==> src/rtl/mem_port_arbiter_if.sv <==
// External memory port shared by fetch and load/store traffic.
// The arbiter is the master; the memory (or bench model) is the slave.
`timescale 1ns/1ps
interface mem_port_arbiter_if;
    logic        bus_req;
    logic        bus_we;
    logic [3:0]  bus_be;
    logic [31:0] bus_addr;
    logic [31:0] bus_wdata;
    logic        bus_ack;
    logic [31:0] bus_rdata;

    modport master (
        output bus_req,
        output bus_we,
        output bus_be,
        output bus_addr,
        output bus_wdata,
        input  bus_ack,
        input  bus_rdata
    );

    modport slave (
        input  bus_req,
        input  bus_we,
        input  bus_be,
        input  bus_addr,
        input  bus_wdata,
        output bus_ack,
        output bus_rdata
    );
endinterface

==> src/rtl/mem_port_arbiter.sv <==
// Single-port memory arbiter between instruction fetch and load/store, data-first
// with a fetch anti-starvation streak limit, flush discard and a bus watchdog.
`timescale 1ns/1ps
module mem_port_arbiter #(
    parameter int unsigned D_STREAK_MAX = 4,
    parameter int unsigned TIMEOUT      = 255
) (
    input  logic                      clk,
    input  logic                      rst,
    // Fetch side
    input  logic                      i_req_i,
    input  logic [31:0]               i_addr_i,
    input  logic                      i_flush_i,
    output logic [31:0]               i_rdata_o,
    output logic                      iready_n_o,
    // Load/store side
    input  logic                      d_req_i,
    input  logic                      d_we_i,
    input  logic [3:0]                d_be_i,
    input  logic [31:0]               d_addr_i,
    input  logic [31:0]               d_wdata_i,
    output logic [31:0]               d_rdata_o,
    output logic                      dready_n_o,
    output logic                      dbusy_o,
    // External port
    mem_port_arbiter_if.master        bus,
    output logic                      bus_timeout_o
);

    localparam int unsigned SW      = (D_STREAK_MAX > 0) ? $clog2(D_STREAK_MAX + 1) : 1;
    localparam int unsigned TW      = (TIMEOUT > 1) ? $clog2(TIMEOUT) : 1;
    localparam bit          WdogEn  = (TIMEOUT != 0);
    localparam logic [SW-1:0] StreakMax = SW'(D_STREAK_MAX);
    localparam logic [TW-1:0] TLast     = TW'(TIMEOUT - 1);

    typedef enum logic [1:0] {
        StIdle,
        StIBus,
        StDBus
    } state_e;

    state_e        state_q;
    logic          bus_req_q;
    logic          bus_we_q;
    logic [3:0]    bus_be_q;
    logic [31:0]   bus_addr_q;
    logic [31:0]   bus_wdata_q;
    logic [31:0]   i_rdata_q;
    logic [31:0]   d_rdata_q;
    logic          iready_n_q;
    logic          dready_n_q;
    logic          st_done_q;
    logic          drop_q;
    logic          bus_timeout_q;
    logic [SW-1:0] streak_q;
    logic [TW-1:0] tcount_q;

    logic          i_live;
    logic          d_live;
    logic          d_grant;
    logic          i_grant;
    logic          tmo_hit;
    logic          done;
    logic [31:0]   rdata;

    // A requester in its completion cycle may still be showing its old request.
    assign i_live  = i_req_i & iready_n_q;
    assign d_live  = d_req_i & dready_n_q & ~st_done_q;
    assign d_grant = d_live & ~(i_live & (streak_q == StreakMax));
    assign i_grant = ~d_grant & i_live & ~i_flush_i;

    assign tmo_hit = WdogEn & ~bus.bus_ack & (tcount_q == TLast);
    assign done    = bus.bus_ack | tmo_hit;
    assign rdata   = bus.bus_ack ? bus.bus_rdata : 32'h0;

    always_ff @(posedge clk or posedge rst) begin
        if (rst) begin
            state_q       <= StIdle;
            bus_req_q     <= 1'b0;
            bus_we_q      <= 1'b0;
            bus_be_q      <= 4'h0;
            bus_addr_q    <= 32'h0;
            bus_wdata_q   <= 32'h0;
            i_rdata_q     <= 32'h0;
            d_rdata_q     <= 32'h0;
            iready_n_q    <= 1'b1;
            dready_n_q    <= 1'b1;
            st_done_q     <= 1'b0;
            drop_q        <= 1'b0;
            bus_timeout_q <= 1'b0;
            streak_q      <= '0;
            tcount_q      <= '0;
        end else begin
            iready_n_q <= 1'b1;
            dready_n_q <= 1'b1;
            st_done_q  <= 1'b0;
            unique case (state_q)
                StIdle: begin
                    if (d_grant) begin
                        state_q     <= StDBus;
                        bus_req_q   <= 1'b1;
                        bus_we_q    <= d_we_i;
                        bus_be_q    <= d_we_i ? d_be_i : 4'hF;
                        bus_addr_q  <= d_addr_i;
                        bus_wdata_q <= d_wdata_i;
                        tcount_q    <= '0;
                        if (!i_live) begin
                            streak_q <= '0;
                        end else if (streak_q != StreakMax) begin
                            streak_q <= streak_q + 1'b1;
                        end
                    end else if (i_grant) begin
                        state_q     <= StIBus;
                        bus_req_q   <= 1'b1;
                        bus_we_q    <= 1'b0;
                        bus_be_q    <= 4'hF;
                        bus_addr_q  <= i_addr_i;
                        bus_wdata_q <= 32'h0;
                        tcount_q    <= '0;
                        streak_q    <= '0;
                        drop_q      <= 1'b0;
                    end
                end
                StDBus: begin
                    if (done) begin
                        state_q   <= StIdle;
                        bus_req_q <= 1'b0;
                        if (tmo_hit) bus_timeout_q <= 1'b1;
                        if (bus_we_q) begin
                            st_done_q <= 1'b1;
                        end else begin
                            d_rdata_q  <= rdata;
                            dready_n_q <= 1'b0;
                        end
                    end else begin
                        tcount_q <= tcount_q + 1'b1;
                    end
                end
                StIBus: begin
                    if (done) begin
                        state_q   <= StIdle;
                        bus_req_q <= 1'b0;
                        drop_q    <= 1'b0;
                        if (tmo_hit) bus_timeout_q <= 1'b1;
                        if (!(drop_q | i_flush_i)) begin
                            i_rdata_q  <= rdata;
                            iready_n_q <= 1'b0;
                        end
                    end else begin
                        tcount_q <= tcount_q + 1'b1;
                        if (i_flush_i) drop_q <= 1'b1;
                    end
                end
                default: state_q <= StIdle;
            endcase
        end
    end

    assign bus.bus_req   = bus_req_q;
    assign bus.bus_we    = bus_we_q;
    assign bus.bus_be    = bus_be_q;
    assign bus.bus_addr  = bus_addr_q;
    assign bus.bus_wdata = bus_wdata_q;

    assign i_rdata_o     = i_rdata_q;
    assign iready_n_o    = iready_n_q;
    assign d_rdata_o     = d_rdata_q;
    assign dready_n_o    = dready_n_q;
    assign dbusy_o       = d_req_i & d_we_i & ~st_done_q;
    assign bus_timeout_o = bus_timeout_q;

endmodule

==> src/flat_wrapper.sv <==
// flat-port wrapper written by rule: the top's interface ports become plain ports
module mem_port_arbiter_flat 
#(
    parameter int unsigned D_STREAK_MAX = 4,
    parameter int unsigned TIMEOUT      = 255
)
  (clk, rst, i_req_i, i_addr_i, i_flush_i, i_rdata_o, iready_n_o, d_req_i, d_we_i, d_be_i, d_addr_i, d_wdata_i, d_rdata_o, dready_n_o, dbusy_o, bus_timeout_o, bus_bus_req, bus_bus_we, bus_bus_be, bus_bus_addr, bus_bus_wdata, bus_bus_ack, bus_bus_rdata);
  mem_port_arbiter_if bus_i ();
  input  logic clk;
  input  logic rst;
  input  logic i_req_i;
  input  logic [31:0] i_addr_i;
  input  logic i_flush_i;
  output logic [31:0] i_rdata_o;
  output logic iready_n_o;
  input  logic d_req_i;
  input  logic d_we_i;
  input  logic [3:0] d_be_i;
  input  logic [31:0] d_addr_i;
  input  logic [31:0] d_wdata_i;
  output logic [31:0] d_rdata_o;
  output logic dready_n_o;
  output logic dbusy_o;
  output logic bus_timeout_o;
  output wire logic [$bits(bus_i.bus_req)-1:0] bus_bus_req;
  output wire logic [$bits(bus_i.bus_we)-1:0] bus_bus_we;
  output wire logic [$bits(bus_i.bus_be)-1:0] bus_bus_be;
  output wire logic [$bits(bus_i.bus_addr)-1:0] bus_bus_addr;
  output wire logic [$bits(bus_i.bus_wdata)-1:0] bus_bus_wdata;
  input wire logic [$bits(bus_i.bus_ack)-1:0] bus_bus_ack;
  input wire logic [$bits(bus_i.bus_rdata)-1:0] bus_bus_rdata;
  assign bus_bus_req = bus_i.bus_req;
  assign bus_bus_we = bus_i.bus_we;
  assign bus_bus_be = bus_i.bus_be;
  assign bus_bus_addr = bus_i.bus_addr;
  assign bus_bus_wdata = bus_i.bus_wdata;
  assign bus_i.bus_ack = bus_bus_ack;
  assign bus_i.bus_rdata = bus_bus_rdata;
  mem_port_arbiter #(.D_STREAK_MAX(D_STREAK_MAX), .TIMEOUT(TIMEOUT)) u_core (.clk(clk), .rst(rst), .i_req_i(i_req_i), .i_addr_i(i_addr_i), .i_flush_i(i_flush_i), .i_rdata_o(i_rdata_o), .iready_n_o(iready_n_o), .d_req_i(d_req_i), .d_we_i(d_we_i), .d_be_i(d_be_i), .d_addr_i(d_addr_i), .d_wdata_i(d_wdata_i), .d_rdata_o(d_rdata_o), .dready_n_o(dready_n_o), .dbusy_o(dbusy_o), .bus(bus_i), .bus_timeout_o(bus_timeout_o));
endmodule
==> config.mk <==
export PLATFORM = sky130hd
export DESIGN_NAME = mem_port_arbiter_flat
export DESIGN_NICKNAME = d
export VERILOG_FILES = /design/src/rtl/mem_port_arbiter_if.sv /design/src/rtl/mem_port_arbiter.sv /design/src/flat_wrapper.sv
export SDC_FILE = /design/constraint.sdc
export NUM_CORES = 1
export LEC_CHECK = 0
export ABC_AREA = 1
export ABC_CLOCK_PERIOD_IN_PS = 5500
export BUFFER_PORTS_ARGS = -buffer_cell sky130_fd_sc_hd__buf_2
export CAP_MARGIN = 20
export CORE_MARGIN = 5
export CORE_UTILIZATION = 48
export DETAILED_ROUTE_END_ITERATION = 16
export PLACE_DENSITY = 0.81
export SLEW_MARGIN = 10
export SYNTH_ARGS = -nofsm -noshare
export SYNTH_HDL_FRONTEND = slang
export SYNTH_SLANG_ARGS = --single-unit
==> constraint.sdc <==
create_clock -name clk -period 5.5 [get_ports clk]
set_input_delay 0 -clock clk [delete_from_list [all_inputs] [get_ports clk]]
set_output_delay 0 -clock clk [all_outputs]
set_load 0.005 [all_outputs]
==> results.toml <==
[pwr]
p_switching_w = 0.00185
ir_drop_mv = 0.290
p_per_area_nw_per_um2 = 493
netSwitchingFraction = 0.374
p_seq_frac = 0.376
power_leakage_nw = 5.56
p_int_w = 0.00310
pwr-share-comb = 0.384
pwr-share-clk = 0.240

[sta]
tightest_slew_ns = 0.881
rsz0062_at_grt = "no"
fmax_ghz = 0.332
tns_ns = 0
hold_viol = 0
setup_viol = 0
slew_headroom = 0.411
min_period_ns = 3.01
finalClockSkew_ns = 0.00990
setup_ws_ns = 2.49
timing.final.max_slew_violations = 0
finalCritPeriodShare = 0.547

[grt]
grt_max_degree = 92
grt_usage = 0.284
grt.overflow.total = 0
antenna_found_initial = 2
grt_pass1_wl_um = 37100
grt_pass1_vias = 7281

[run]
maxCapViolCount = 0

[floorplan]
start_util = 0.487
dieArea_um2 = 16500
die_w_um = 128
dieHeight_um = 128
row_count = 43
io_pins = 277
core-area_um2 = 13800

[hold_path]
hp-class = "in -> reg"
holdPathEnd = "u_core.drop_q"
worstHoldStart = "i_flush_i"
whs_path_depth = 5

[cts]
cts_tree = "done"
clockBufferDepth = 2
cts_resized = 0
numCtsBuffers = 17
cts_setup_buffers = 0
h-tree-depth = 4
cts.clk_slew.worst_paths_ns = 0.06
cts_root_buf = "clkbuf_16"
clock_sinks = 152
worstSkewPairLatency_ns = 0.42

[status]
outcome = "completed"

[placement]
place_ws_ns = 2.55
dpl.hpwl_um = 13400
dp.cells = 1213
gp_congestion = 0.829
port_buffers = 276

[finish]
fin_cells = 1380
drive_gt1_frac = 0.302
multiInputGateArea_um2 = 2560
nets = 1331
syn_to_final_growth_pct = 49.0
register_area_um2 = 3810
nFillCells = 922

[synth]
synth.cell_area_um2 = 6740
syn_area_per_cell_um2 = 8.52
synth_seq_cells = 152
synthCells = 791
seq_area_frac_synth = 0.565
synth_cell_type_count = 27
synth_warnings = 0
synth_nets = 937

[route]
drtPass1Iterations = 5
wl_um = 23400
wl_per_cell_um = 16.9
drt_iter0_markers = 489
drc = 0
ant_nets = 0
via_per_inst = 5.03
vias = 6945

[setup_path]
critical_path_class = "reg -> reg"
ff2ff_path_depth = 11
required_ns = 5.78
r2r_start = "u_core.streak_q[0]"
crit_arrival_ns = 3.28
crit_fanout = 36
r2r-end = "u_core.bus.bus_we"
cp-end-kind = "flip-flop"
start_kind = "flip-flop"
rrSetupSlack_ns = 2.49
critical path, stage by stage, from the launching register on:
cell	delay [ns]
dfrtp_1	0.35
inv_1	0.07
ha_1	0.19
nand2_1	0.06
inv_1	0.04
nand2_1	0.09
nand2_4	0.25
nor2_4	0.76
inv_2	0.06
nand2_1	0.50
buf_4	0.37
o21ai_0	0.11
power by group through the flow:
stage | logic (W) | registers [W] | clock network [W]
3_3_place_gp | 0.00167 | 0.00182 | 0
4_1_cts | 0.00184 | 0.00183 | 0.00119
5_1_grt | 0.00211 | 0.00192 | 0.00125
6_report | 0.00190 | 0.00186 | 0.00119
2_1_floorplan | 0.000955 | 0.00188 | 0
3_5_place_dp | 0.00170 | 0.00184 | 0
per-layer routing:
| metal | track usage | share of wire | vias to the layer above |
|---|---|---|---|
| met3 | 0.0963 | 0.10 | 78 |
| met5 | 0 | 0.00060 | - |
| met1 | 0.332 | 0.36 | 3242 |
| met4 | 0.126 | 0.042 | 2 |
| met2 | 0.476 | 0.49 | 372 |
| li1 | - | - | 3251 |
through the flow:
step | hold slack (ns) | util | total power [W] | instance area, um^2
final | 0.0250 | 0.726 | 0.00495 | 10000
after global routing | 0.0687 | 0.726 | 0.00528 | 10000
after CTS | 0.0197 | 0.726 | 0.00487 | 10000
after detailed placement | 0.211 | 0.586 | 0.00354 | 8100
after global placement | 0.204 | 0.586 | 0.00349 | 8100
after floorplan | 0.0737 | - | 0.00283 | 6740
Yosys cell counts:
cell,count,area share
nand2_2,3,0.0028
inv_2,2,0.0011
nand4_1,6,0.0056
o21bai_1,1,0.0011
nor2_4,1,0.0017
nand3_2,2,0.0030
nand3_1,9,0.0067
inv_1,22,0.012
ha_1,7,0.013
clkbuf_1,9,0.0050
nor2_2,2,0.0019
dfstp_2,2,0.0078
o21ai_2,36,0.047
nor3_1,3,0.0022
xnor2_1,2,0.0026
buf_6,17,0.028
mux2i_1,1,0.0015
buf_1,3,0.0017
nor2_1,28,0.016
nand2_1,434,0.24
o21ai_1,22,0.016
dfrtp_1,150,0.56
buf_4,2,0.0022
nand2_4,2,0.0033
o21ai_0,15,0.011
a21oi_1,2,0.0015
buf_2,8,0.0059
flip-flops by register name, summed over array words and instances (netlist names), 2 cells and up:
signal	cells
u_core.bus.bus_addr	32
u_core.bus.bus_wdata	32
u_core.d_rdata_o	32
u_core.i_rdata_o	32
u_core.tcount_q	8
u_core.bus.bus_be	4
u_core.streak_q	3
u_core.state_q	2
cell usage in the layout (no fill, tap or decap), types with 5 or more instances in the layout:
master	n
nand2_1	434
buf_2	276
dfrtp_1	150
dlygate4sd3_1	133
o21ai_2	35
nor2_1	28
o21ai_1	22
inv_1	21
clkbuf_16	17
o21ai_0	15
nand3_1	9
ha_1	7
nand4_1	6
clkinvlp_4	5
buf_4	5
cell type report:
type / instances / area share
multi-input combinational: 576 / 0.255
antenna: 2 / 0.000499
clock buffer: 20 / 0.0445
clock inverter: 12 / 0.0151
inverter: 24 / 0.00947
sequential: 152 / 0.379
tap: 180 / 0.0224
timing repair buffer: 414 / 0.274
cells by family after synthesis:
logic type                 share of synthesized area
and+or+nand+nor                                0.284
AOI/OAI and AO/OA                             0.0769
muxes                                        0.00149
buffers and inverters                         0.0566
DFF                                            0.565
xor gates and xnor gates                     0.00260
adders and majority gates                     0.0130
worst max path at each step:
stage / slack [ns] / cells after the start / from / to
6_report: 2.49 / 11 / u_core.streak_q[0] / u_core.bus.bus_we
5_1_grt: 2.22 / 11 / u_core.streak_q[0] / u_core.bus.bus_we
4_1_cts: 2.51 / 11 / u_core.streak_q[0] / u_core.bus.bus_we
3_5_place_dp: 2.55 / 11 / u_core.streak_q[0] / u_core.streak_q[1]
3_3_place_gp: 2.61 / 11 / u_core.streak_q[0] / u_core.bus.bus_we
2_1_floorplan: 1.41 / 1 / rst / u_core.bus.bus_addr[0]
timing repair:
action                                  in CTS  in global routing
endpoints found under the setup margin       0                  0
endpoints found under the hold margin      220                  0
hold buffers                               133                  0
No activity file was read; power rests on OpenSTA's default activity.
